[src/rtl/sound_length_unit_pkg.sv]
// Shared constants for the sound length-counter blocks.
// Holds the channel index names, the counter widths and the default width mask.
package sound_length_unit_pkg;

  localparam int SND_CH_NUM   = 4;
  localparam int SND_WMAX     = 8;
  localparam int SND_NARROW_W = 6;

  // Channel 2 (the wave channel) has the long 8-bit length; the others use 6 bits.
  localparam logic [SND_CH_NUM-1:0] SND_WIDE_MASK = 4'b0100;

  localparam int SND_CH_SQ1   = 0;
  localparam int SND_CH_SQ2   = 1;
  localparam int SND_CH_WAVE  = 2;
  localparam int SND_CH_NOISE = 3;

endpackage

[src/rtl/sound_length_unit_slice.sv]
// One channel of the length counter: remaining count, length-enable bit,
// channel enable and the expiry pulse. Width W is 6 or WMAX.
// Optional DMG extra-clock behaviour is built when SOUND_LEN_QUIRK_EN is defined.
module sound_length_slice
  import sound_length_unit_pkg::*;
#(
  parameter int W    = SND_NARROW_W,
  parameter int WMAX = SND_WMAX
) (
  input  logic            clk,
  input  logic            rst_n,
  input  logic            len_tick,
  input  logic            seq_odd,
  input  logic            len_wr,
  input  logic [WMAX-1:0] len_data,
  input  logic            len_en_wr,
  input  logic            len_en_d,
  input  logic            trigger,
  input  logic            dac_on,
  output logic            enable,
  output logic            expired
);

  localparam logic [W:0] FULL    = {1'b1, {W{1'b0}}};
  localparam logic [W:0] FULL_M1 = {1'b0, {W{1'b1}}};
  localparam logic [W:0] ONE     = {{W{1'b0}}, 1'b1};

  logic [W:0] r_rem;
  logic       r_len_en;
  logic       r_enable;
  logic       r_expired;

  logic [W:0] w_rem_next;
  logic [W:0] w_rem_base;
  logic [W:0] w_reload;
  logic [W:0] w_load_val;
  logic       w_len_en_next;
  logic       w_enable_next;
  logic       w_expired_next;
  logic       w_tick_dec;
  logic       w_quirk_dec;
  logic       w_unused_len_data;

  // Bits of len_data above W carry no meaning for a narrow channel.
  assign w_unused_len_data = ^len_data;
  assign w_load_val        = FULL - {1'b0, len_data[W-1:0]};
  assign w_len_en_next     = len_en_wr ? len_en_d : r_len_en;
  assign w_tick_dec        = len_tick && r_len_en && (r_rem != '0);

`ifdef SOUND_LEN_QUIRK_EN
  // Enabling length during the non-clocking half of the sequencer clocks it once.
  assign w_quirk_dec = len_en_wr && len_en_d && !r_len_en && seq_odd && (r_rem != '0);
  assign w_reload    = (w_len_en_next && seq_odd) ? FULL_M1 : FULL;
`else
  logic w_unused_seq_odd;
  assign w_unused_seq_odd = seq_odd;
  assign w_quirk_dec      = 1'b0;
  assign w_reload         = (FULL_M1 == '0) ? FULL_M1 : FULL;
`endif

  assign w_rem_base = w_quirk_dec ? (r_rem - ONE) : r_rem;

  // Next-state selection in priority order: DAC off, trigger, length write, tick.
  always_comb begin
    // NOTE: every output of this block gets a default first so no latch is inferred.
    w_rem_next     = w_rem_base;
    w_enable_next  = r_enable;
    w_expired_next = 1'b0;
    if (!dac_on) begin
      // DAC off silences the channel, but the counter itself keeps running.
      w_enable_next = 1'b0;
      if (w_tick_dec) w_rem_next = r_rem - ONE;
      w_expired_next = (w_tick_dec || w_quirk_dec) && (w_rem_next == '0);
    end else if (trigger) begin
      w_enable_next = 1'b1;
      if (w_rem_base == '0) w_rem_next = w_reload;
    end else if (len_wr) begin
      w_rem_next = w_load_val;
    end else begin
      if (w_tick_dec) w_rem_next = r_rem - ONE;
      if ((w_tick_dec || w_quirk_dec) && (w_rem_next == '0)) begin
        w_enable_next  = 1'b0;
        w_expired_next = 1'b1;
      end
    end
  end

  // Channel state registers.
  always_ff @(posedge clk or negedge rst_n) begin
    // NOTE: the reset branch is asynchronous, so outputs clear without waiting for clk.
    if (!rst_n) begin
      r_rem     <= '0;
      r_len_en  <= 1'b0;
      r_enable  <= 1'b0;
      r_expired <= 1'b0;
    end else begin
      // NOTE: non-blocking assignments so every register samples pre-edge values.
      r_rem     <= w_rem_next;
      r_len_en  <= w_len_en_next;
      r_enable  <= w_enable_next;
      r_expired <= w_expired_next;
    end
  end

  assign enable  = r_enable;
  assign expired = r_expired;

endmodule

[src/rtl/sound_length_unit.sv]
// Multi-channel APU length counter: CH_NUM independent slices sharing one
// length strobe. Optional macro: SOUND_LEN_QUIRK_EN (DMG extra-clock behaviour).
module sound_length_unit
  import sound_length_unit_pkg::*;
#(
  parameter int                  CH_NUM    = SND_CH_NUM,
  parameter int                  WMAX      = SND_WMAX,
  parameter logic [CH_NUM-1:0]   WIDE_MASK = SND_WIDE_MASK
) (
  input  logic                     clk,
  input  logic                     rst_n,
  input  logic                     len_tick,
  input  logic                     seq_odd,
  input  logic [CH_NUM-1:0]        len_wr,
  input  logic [CH_NUM*WMAX-1:0]   len_data,
  input  logic [CH_NUM-1:0]        len_en_wr,
  input  logic [CH_NUM-1:0]        len_en_d,
  input  logic [CH_NUM-1:0]        trigger,
  input  logic [CH_NUM-1:0]        dac_on,
  output logic [CH_NUM-1:0]        enable,
  output logic [CH_NUM-1:0]        expired
);

  for (genvar i = 0; i < CH_NUM; i++) begin : g_ch
    localparam int W = WIDE_MASK[i] ? WMAX : SND_NARROW_W;

    sound_length_slice #(
      .W    (W),
      .WMAX (WMAX)
    ) u_slice (
      .clk       (clk),
      .rst_n     (rst_n),
      .len_tick  (len_tick),
      .seq_odd   (seq_odd),
      .len_wr    (len_wr[i]),
      .len_data  (len_data[i*WMAX +: WMAX]),
      .len_en_wr (len_en_wr[i]),
      .len_en_d  (len_en_d[i]),
      .trigger   (trigger[i]),
      .dac_on    (dac_on[i]),
      .enable    (enable[i]),
      .expired   (expired[i])
    );
  end

endmodule
[config.mk]
export PLATFORM = sky130hd
export DESIGN_NAME = sound_length_unit
export DESIGN_NICKNAME = d
export VERILOG_FILES = /design/src/rtl/sound_length_unit_pkg.sv /design/src/rtl/sound_length_unit_slice.sv /design/src/rtl/sound_length_unit.sv
export SDC_FILE = /design/constraint.sdc
export NUM_CORES = 1
export LEC_CHECK = 0
export BUFFER_PORTS_ARGS = -buffer_cell sky130_fd_sc_hd__buf_2
export CAP_MARGIN = 10
export CORE_UTILIZATION = 50
export CTS_BUF_LIST = sky130_fd_sc_hd__clkbuf_4 sky130_fd_sc_hd__clkbuf_8
export DETAILED_ROUTE_END_ITERATION = 12
export HOLD_SLACK_MARGIN = 0.15
export PLACE_DENSITY = 0.69
export SETUP_SLACK_MARGIN = 0.2
export SYNTH_ARGS = -nofsm -noshare
export SYNTH_HDL_FRONTEND = slang
export SYNTH_SLANG_ARGS = --single-unit
export TNS_END_PERCENT = 10
[constraint.sdc]
create_clock -name clk -period 2.8 [get_ports clk]
set_clock_uncertainty 0.15 [all_clocks]
set_input_delay 0.28 -clock clk [delete_from_list [all_inputs] [get_ports clk]]
set_output_delay 0.28 -clock clk [all_outputs]
set_load 0.005 [all_outputs]
* After elaboration in Yosys (flattened, before gate mapping)
Cells that the tools add are included.
** Cells by class
- Equality and inequality tests :: 12
- Reductions and logical operators :: 36
- Add/sub/neg operators :: 8
- Multiplexer cells :: 68
** Operator list (count)
- 7-bit two-way mux :: 27
- 9-bit two-way mux :: 9
- 7-bit zero test :: 9
- 1-bit two-way mux :: 32
- 9-bit zero test :: 3
- 3-bit by 2-bit != test with 1-bit output (second input constant) :: 8
- 7-bit nonzero test :: 3
- 7-bit by 1-bit subtractor with 7-bit output (second input constant) :: 3
- 7-bit by 6-bit subtractor with 7-bit output (first input constant) :: 3
- 1-bit logical AND :: 16
- 3-bit != test (second input constant) :: 4
- 9-bit nonzero test :: 1
- 9-bit by 1-bit subtractor with 9-bit output (second input constant) :: 1
- 9-bit by 8-bit subtractor with 9-bit output (first input constant) :: 1
- 2-bit AND reduction :: 4
** Storage, ports and cells
- Logic and storage cells :: 140
- Bits in registers :: 42
- Output and inout port bits :: 8

* Depth between registers and ports, before layout
Gate-level depths: netlist (run 1).
- Word-level depth :: 12
- Gate-level depth with buffers :: 8
- Mapped depth without buffers :: 7

* Hierarchy
A second synthesis (run 1) with hierarchy kept.
** Second synthesis, totals
- Cells, all modules :: 409
- Area total of the unflattened synthesis :: 3469.6 sq um
** Modules (own cells, without submodules)
- sound_length_slice at g_ch[1].u_slice ... :: sequential area each 250.2 sq um, cells an instance 92, area an instance 797.0 sq um, instances 2
- sound_length_slice at g_ch[2].u_slice :: sequential area each 300.3 sq um, cells an instance 132, area an instance 1096.1 sq um, instances 1
- sound_length_slice at g_ch[0].u_slice :: sequential area each 250.2 sq um, cells an instance 93, area an instance 779.5 sq um, instances 1

* Worst setup path after synthesis (run 1)
No wires, ideal clock.
- Path type :: reg2reg
- Start :: register g_ch[2].u_slice.r_rem[0]
- End :: register g_ch[2].u_slice.r_expired
- Path slack :: 440 ps
- Period minus slack after synthesis :: 2360 ps
- Path buffers :: 1
- Library setup time :: 72 ps
- Stages on the path, launching flop included :: 9
- Data required time :: 2578 ps
- Data arrival time :: 2138 ps
- Cells stage by stage :: dfrtp_1 > inv_1 > ha_1 > buf_2 > nor4b_4 > a21oi_1 > or4_1 > or4_1 > nor2_1
** Between the ends
- Cells in the longest elaborated chain, start to end :: 12
- Elaborated cells on any way between the ends :: 16
** RTL lines
- from (decl) :: RTL line sound_length_unit_slice.sv:28 : logic [W:0] r_rem;
- from (signal assigned) :: RTL line sound_length_unit_slice.sv:98 : r_rem <= w_rem_next;
- parallel branches: the longest is 11 deep, another holds 9-bit by 1-bit subtractor with 9-bit output
- 1-bit two-way mux * :: RTL line sound_length_unit_slice.sv:69 : if (!dac_on) begin
- via g_ch[2].u_slice.w_expired_next :: RTL line sound_length_unit_slice.sv:39 : logic w_expired_next;
- to (signal assigned) :: RTL line sound_length_unit_slice.sv:101 : r_expired <= w_expired_next;
- to (decl) :: RTL line sound_length_unit_slice.sv:31 : logic r_expired;
Mark *: on every way through the listed nets, which the timed path passes. The select of a mux whose other input is x is not followed.
A chain may end at the register's enable or synchronous reset.

* Worst setup path after layout (run 1)
- Start :: register g_ch[1].u_slice.r_rem[0]
- End :: register g_ch[1].u_slice.r_rem[5]
** Between the ends
- Cells in the longest elaborated chain, start to end :: 9
- Elaborated cells on any way between the ends :: 13
** RTL lines (RTL line)
- from (decl) :: sound_length_unit_slice.sv:28
- from (signal assigned) :: sound_length_unit_slice.sv:98
- parallel branches: the longest is 9 deep, another holds 7-bit by 1-bit subtractor with 7-bit output
Several ways; the timed one is not identified. The select of a mux whose other input is x is not followed.

==> results of run 1 <==
## critical path, cell delays in order, from the launching register on
cell and delay (ns):
dfrtp_1 0.44, inv_1 0.08, ha_1 0.26, or4b_2 0.65, o211ai_1 0.30, or3_1 0.19
nor2_1 0.05, a221oi_1 0.22
## worst min-delay path by stage
stage,to,slack (ns),start,depth (start not counted)
2_1_floorplan,g_ch[0].u_slice.enable,-0.17,rst_n,0
3_3_place_gp,g_ch[1].u_slice.r_rem[5],0.34,rst_n,1
3_5_place_dp,g_ch[0].u_slice.r_rem[6],0.34,g_ch[0].u_slice.r_rem[6],1
4_1_cts,g_ch[3].u_slice.r_rem[4],0.16,len_wr[3],3
5_1_grt,g_ch[3].u_slice.r_rem[4],0.18,len_wr[3],3
6_report,g_ch[3].u_slice.r_rem[4],0.17,len_wr[3],3
## synthesized netlist by cell type (all sizes together) (5+ instances only)
| master | instances | share of area [%] |
|---|---|---|
| o311ai | 7 | 1.9 |
| and2 | 5 | 0.97 |
| nor2 | 34 | 4.0 |
| nor4 | 7 | 1.4 |
| or3 | 6 | 1.2 |
| xor2 | 10 | 2.7 |
| buf | 12 | 2.6 |
| nand2 | 40 | 4.6 |
| o211ai | 5 | 1.2 |
| nor3 | 22 | 3.6 |
| a221o | 6 | 1.9 |
| nand3 | 11 | 1.7 |
| xnor2 | 10 | 2.7 |
| a22oi | 5 | 1.2 |
| o21a | 5 | 1.2 |
| clkbuf | 5 | 0.58 |
| mux2 | 5 | 1.7 |
| inv | 25 | 2.9 |
| dfrtp | 42 | 33 |
| a21oi | 18 | 2.8 |
| ha | 8 | 3.1 |
| a31oi | 6 | 1.2 |
| nand2b | 6 | 1.2 |
| o21ai | 31 | 4.8 |
## report_power, final
part           internal, mW  switching (mW)  leakage, nW
Combinational         0.423           0.463         1.05
Clock                 0.198           0.218       0.0472
Sequential            0.737           0.196        0.519
## layer usage
| metal | part of all wire, % | up-vias | wire length, microns | track usage, % |
|---|---|---|---|---|
| li1 | - | 1613 | - | - |
| met1 | 47 | 1508 | 3579 | 32.12 |
| met2 | 48 | 83 | 3660 | 39.75 |
| met3 | 4.2 | 12 | 326 | 4.066 |
| met4 | 1.4 | 0 | 106 | 8.070 |
| met5 | 0 | - | 0 | 0 |
## cell families (layout without fill, tap and decap cells)
| kind of cell | count (synthesis) | in the layout | share of synthesized area [%] |
|---|---|---|---|
| adder cells (fa/ha/maj) | 8 | 8 | 3.098 |
| multiplexers | 9 | 9 | 2.982 |
| AND/OR/NAND/NOR | 156 | 156 | 25.06 |
| flip-flops | 42 | 42 | 32.53 |
| XOR/XNOR | 20 | 20 | 5.422 |
| AO/OA/AOI/OAI | 118 | 118 | 24.79 |
| buffers and inverters | 42 | 112 | 6.119 |
## final cells by class
class | instances | area share [%]
Clock buffer | 6 | 2.155
Clock inverter | 2 | 0.3265
Inverter | 25 | 2.449
Multi-Input combinational cell | 311 | 52.20
Sequential cell | 42 | 27.42
Tap cell | 75 | 2.449
Timing Repair Buffer | 79 | 12.99
## registers in the layout, indices dropped and copies added, names as in the netlist
register	flops
g_ch.u_slice.r_rem	30
g_ch.u_slice.expired	4
g_ch.u_slice.enable	4
g_ch.u_slice.r_len_en	4
## timing repair
action	CTS	global route
resized for setup	0	3
setup endpoints to repair	0	4
setup buffers	0	0
hold buffers	18	0
endpoints found under the hold margin	57	0
==> impl_metrics.py, run 1 <==
metrics = {
    "status": {
        "status": "finished, final reports clean",
    },
    "final_layout": {
        "multi_input_area_sq_mm": 0.002001,
        "final_common_cell": "buf_2",
        "final_cells": 540,
        "syn_to_final_growth_pct": 18.63,
        "regArea_sq_mm": 0.001051,
        "finish.instance_area_sq_mm": 0.003832,
        "n_antenna_cell": 0,
        "postLayoutCoreUtil_pct": 63.23,
        "layout_common_cells": "56 x buf_2, 42 x dfrtp_1, 40 x nand2_1",
        "fillerInstances": 534,
        "nets": 528,
        "drive_gt1_share_pct": 18.06,
    },
    "grt": {
        "grt_overflow": 0,
        "grtUsageTotal_pct": 24.19,
        "grt_max_degree": 43,
        "grt_pass1_wl_microns": 12750,
        "antenna_found_initial": 0,
        "grt_pass1_vias": 2891,
    },
    "die": {
        "die_w_microns": 82.38,
        "die-height_microns": 82.38,
        "initial_core_util_pct": 53.30,
        "core_sq_mm": 0.006061,
        "rows": 28,
        "io_pins": 64,
        "die-area_sq_mm": 0.006786,
    },
    "cts": {
        "cts.clk_slew.worst_paths_ns": 0.08,
        "h-tree-depth": 2,
        "cts_buffers": 5,
        "clk_latency_ns": 0.29,
        "clock-root-buffer": "clkbuf_8",
        "cts.sinks": 42,
        "clock_path_buffers": 2,
        "cts_tree": "yes",
    },
    "synthesis": {
        "yosysSeqAreaShare_pct": 32.53,
        "synth.avg_cell_area_sq_um": 8.179,
        "ys.flop_type": "dfrtp_1",
        "synth-edff-count": 0,
        "synth.distinct_cells": 60,
        "async_flop_share_pct": 100.0,
        "synth_area_sq_mm": 0.003231,
        "synthCells": 395,
        "synth.ff_latch_count": 42,
        "yosys_warnings": 0,
        "syn_nets": 459,
    },
    "timing": {
        "finalSetupTns_ns": 0,
        "max_freq_mhz": 408.0,
        "rsz0062_at_grt": "yes",
        "hold_viol": 0,
        "post-route-period-util_pct": 87.53,
        "slew_headroom_pct": 37.28,
        "worst_slack_ns": 0.3491,
        "report.final.slew_viol_count": 0,
        "fin_hold_ws_ns": 0.1703,
        "tightestPinTransition_ns": 0.9408,
        "setup_viol": 0,
        "period_needed_ns": 2.451,
    },
    "critical_path": {
        "worstSetupPathType": "register to register",
        "start_kind": "register",
        "required_ns": 2.84,
        "crit_end": "g_ch[1].u_slice.r_rem[5]",
        "rr_startpoint": "g_ch[1].u_slice.r_rem[0]",
        "crit_fanout": 6,
        "critPathArrivalTime_ns": 2.49,
        "regToRegSetupSlack_ns": 0.35,
        "r2r_cells": 7,
        "regToRegEndpoint": "g_ch[1].u_slice.r_rem[5]",
        "worstSetupStartpoint": "g_ch[1].u_slice.r_rem[0]",
        "end_kind": "register",
    },
    "run": {
        "cap_violations": 0,
    },
    "pwr": {
        "total_power_mw": 2.234,
        "vdd_drop_max_v": 0.0003164,
        "leakage_nw": 1.620,
        "powerDensity_mw_per_mm2": 583.0,
    },
    "detailed_routing": {
        "drtPass1Iterations": 4,
        "ant_nets": 0,
        "drt_wl_total_microns": 7672,
        "viasPerCell": 5.956,
        "vias": 3216,
        "post_drt_wl_per_cell_microns": 14.21,
        "drcViolationCount": 0,
        "first_iter_violations": 193,
    },
    "placed_design": {
        "dp_cells": 514,
        "portBuffers": 56,
        "dp_hpwl_microns": 5653,
        "place_congestion": 0.8812,
        "pre_cts_ws_ns": 0.2641,
        "dpl_cell_area_sq_mm": 0.003538,
    },
    "hold_path": {
        "hold_class": "input port to register",
    },
}
(Power assumes the default switching activity.)
==> inputs of run 2 (changes only) <==
- CELL_PAD_IN_SITES_DETAIL_PLACEMENT: not set -> 1
- CELL_PAD_IN_SITES_GLOBAL_PLACEMENT: not set -> 2
- CORE_UTILIZATION: 50 -> 33
- PLACE_DENSITY: 0.69 -> 0.77
==> impl_metrics.py, run 2 (same netlist as run 1, synthesis figures left out) <==
metrics = {
    "status": {
        "status": "finished, final reports clean",
    },
    "detailed_routing": {
        "vias": 3224,
        "drt_wl_total_microns": 9398,
        "first_iter_violations": 74,
        "post_drt_wl_per_cell_microns": 15.77,
        "ant_nets": 0,
        "drtPass1Iterations": 4,
        "viasPerCell": 5.409,
        "drcViolationCount": 0,
    },
    "critical_path": {
        "worst_path_max_delay_cell": "or4_1",
        "required_ns": 2.88,
        "worstSetupPathType": "register to register",
        "start_kind": "register",
        "critPathArrivalTime_ns": 2.57,
        "cp_common_cell": "or4_1",
        "end_kind": "register",
        "crit_chain": "inv_1 -> ha_2 -> nor4b_4 -> a21oi_1 -> or4_1 -> or4_1 -> nor2_1",
        "crit_fanout": 10,
        "slowest_delay_ns": 0.52,
    },
    "die": {
        "die_w_microns": 100.9,
        "rows": 35,
        "initial_core_util_pct": 34.47,
        "die-height_microns": 100.9,
        "core_sq_mm": 0.009371,
        "die-area_sq_mm": 0.01019,
        "io_pins": 64,
    },
    "placed_design": {
        "dp_hpwl_microns": 6954,
        "portBuffers": 56,
        "place_congestion": 0.8116,
    },
    "timing": {
        "finalSetupTns_ns": 0,
        "post-route-period-util_pct": 89.01,
        "setup_viol": 0,
        "period_needed_ns": 2.492,
        "hold_viol": 0,
        "report.final.slew_viol_count": 0,
        "max_freq_mhz": 401.2,
        "tightestPinTransition_ns": 1.010,
        "rsz0062_at_grt": "yes",
        "slew_headroom_pct": 32.65,
    },
    "hold_path": {
        "hold_class": "input port to register",
    },
    "cts": {
        "cts_tree": "yes",
        "cts.sinks": 42,
        "clock-root-buffer": "clkbuf_8",
        "h-tree-depth": 2,
        "cts.clk_slew.worst_paths_ns": 0.09,
        "cts_buffers": 5,
        "clk_latency_ns": 0.30,
        "clock_path_buffers": 2,
    },
    "final_layout": {
        "largest-register": "g_ch.u_slice.r_rem",
        "largest_reg_flops": 30,
        "nets": 530,
        "postLayoutCoreUtil_pct": 42.36,
        "final_common_cell": "buf_2",
        "regArea_sq_mm": 0.001051,
        "fillerInstances": 1177,
        "n_antenna_cell": 0,
        "syn_to_final_growth_pct": 22.89,
        "multi_input_area_sq_mm": 0.002008,
        "drive_gt1_share_pct": 19.06,
        "layout_common_cells": "56 x buf_2, 42 x dfrtp_1, 40 x nand2_1",
    },
    "grt": {
        "grt_max_degree": 43,
        "grt_pass1_wl_microns": 16120,
        "grt_pass1_vias": 3332,
        "grtUsageTotal_pct": 19.84,
        "antenna_found_initial": 0,
        "grt_overflow": 0,
    },
    "pwr": {
        "vdd_drop_max_v": 0.0002477,
        "powerDensity_mw_per_mm2": 622.2,
        "leakage_nw": 1.654,
    },
    "run": {
        "cap_violations": 0,
    },
}
## run 2: timing repair
item / 4_1_cts / 5_1_grt
endpoints found under the setup margin: 1 / 3
setup buffers: 0 / 1
gates resized for setup: 1 / 4
hold buffers: 17 / 1
hold endpoints to repair: 54 / 1
## run 2: metal layers
metal  vias to the layer above  track usage (%)  part of all wire, %
li1                       1605                -                    -
met1                      1558            26.02                   49
met2                        51            34.83                   48
met3                        10            2.219                  2.0
met4                         0            4.682                 0.99
met5                         -                0                    0
## run 2: power by group
part | internal (mW) | switching (mW) | leakage [nW]
Combinational | 0.423 | 0.489 | 1.06
Clock | 0.381 | 0.235 | 0.0714
Sequential | 0.737 | 0.206 | 0.519
## run 2: worst paths after layout
| check | to | startpoint | cells after the start | slack (ns) |
|---|---|---|---|---|
| setup / recovery | g_ch[2].u_slice.expired | g_ch[2].u_slice.r_rem[0] | 7 | 0.31 |
| hold / removal | g_ch[3].u_slice.r_rem[4] | len_wr[3] | 3 | 0.18 |
| setup reg to reg | g_ch[2].u_slice.expired | g_ch[2].u_slice.r_rem[0] | 7 | 0.31 |
| hold reg to reg | g_ch[0].u_slice.r_rem[6] | g_ch[0].u_slice.r_rem[6] | 1 | 0.37 |
| max in group asynchronous | g_ch[0].u_slice.enable | rst_n | 2 | 1.33 |
| min in group asynchronous | g_ch[1].u_slice.r_rem[6] | rst_n | 2 | 0.55 |
## run 2: metrics by stage
step | hold slack (ns) | power (mW) | setup WS [ns] | cells | instance area [sq um]
2_1_floorplan | -0.1656 | 1.547 | 0.4400 | 395 | 3231
3_3_place_gp | 0.3448 | 1.794 | 0.2141 | 569 | 3613
3_5_place_dp | 0.3452 | 1.821 | 0.1708 | 569 | 3613
4_1_cts | 0.1508 | 2.477 | 0.2266 | 594 | 3929
5_1_grt | 0.1906 | 2.666 | 0.1442 | 596 | 3970
6_report | 0.1793 | 2.470 | 0.3077 | 596 | 3970
## run 2: layout make-up
type / count / area share, %
Clock buffer: 6 / 2.080
Clock inverter: 2 / 1.513
Inverter: 25 / 2.364
Multi-Input combinational cell: 311 / 50.58
Sequential cell: 42 / 26.47
Tap cell: 129 / 4.066
Timing Repair Buffer: 81 / 12.92
## run 2: critical path: cells and delay by family (launching register included)
| family | cells | cell delay [ns] |
|---|---|---|
| buf+inv | 1 | 0.08 |
| simple gates | 4 | 1.36 |
| fa+ha+maj | 1 | 0.28 |
| compound gates | 1 | 0.11 |
| flops | 1 | 0.44 |
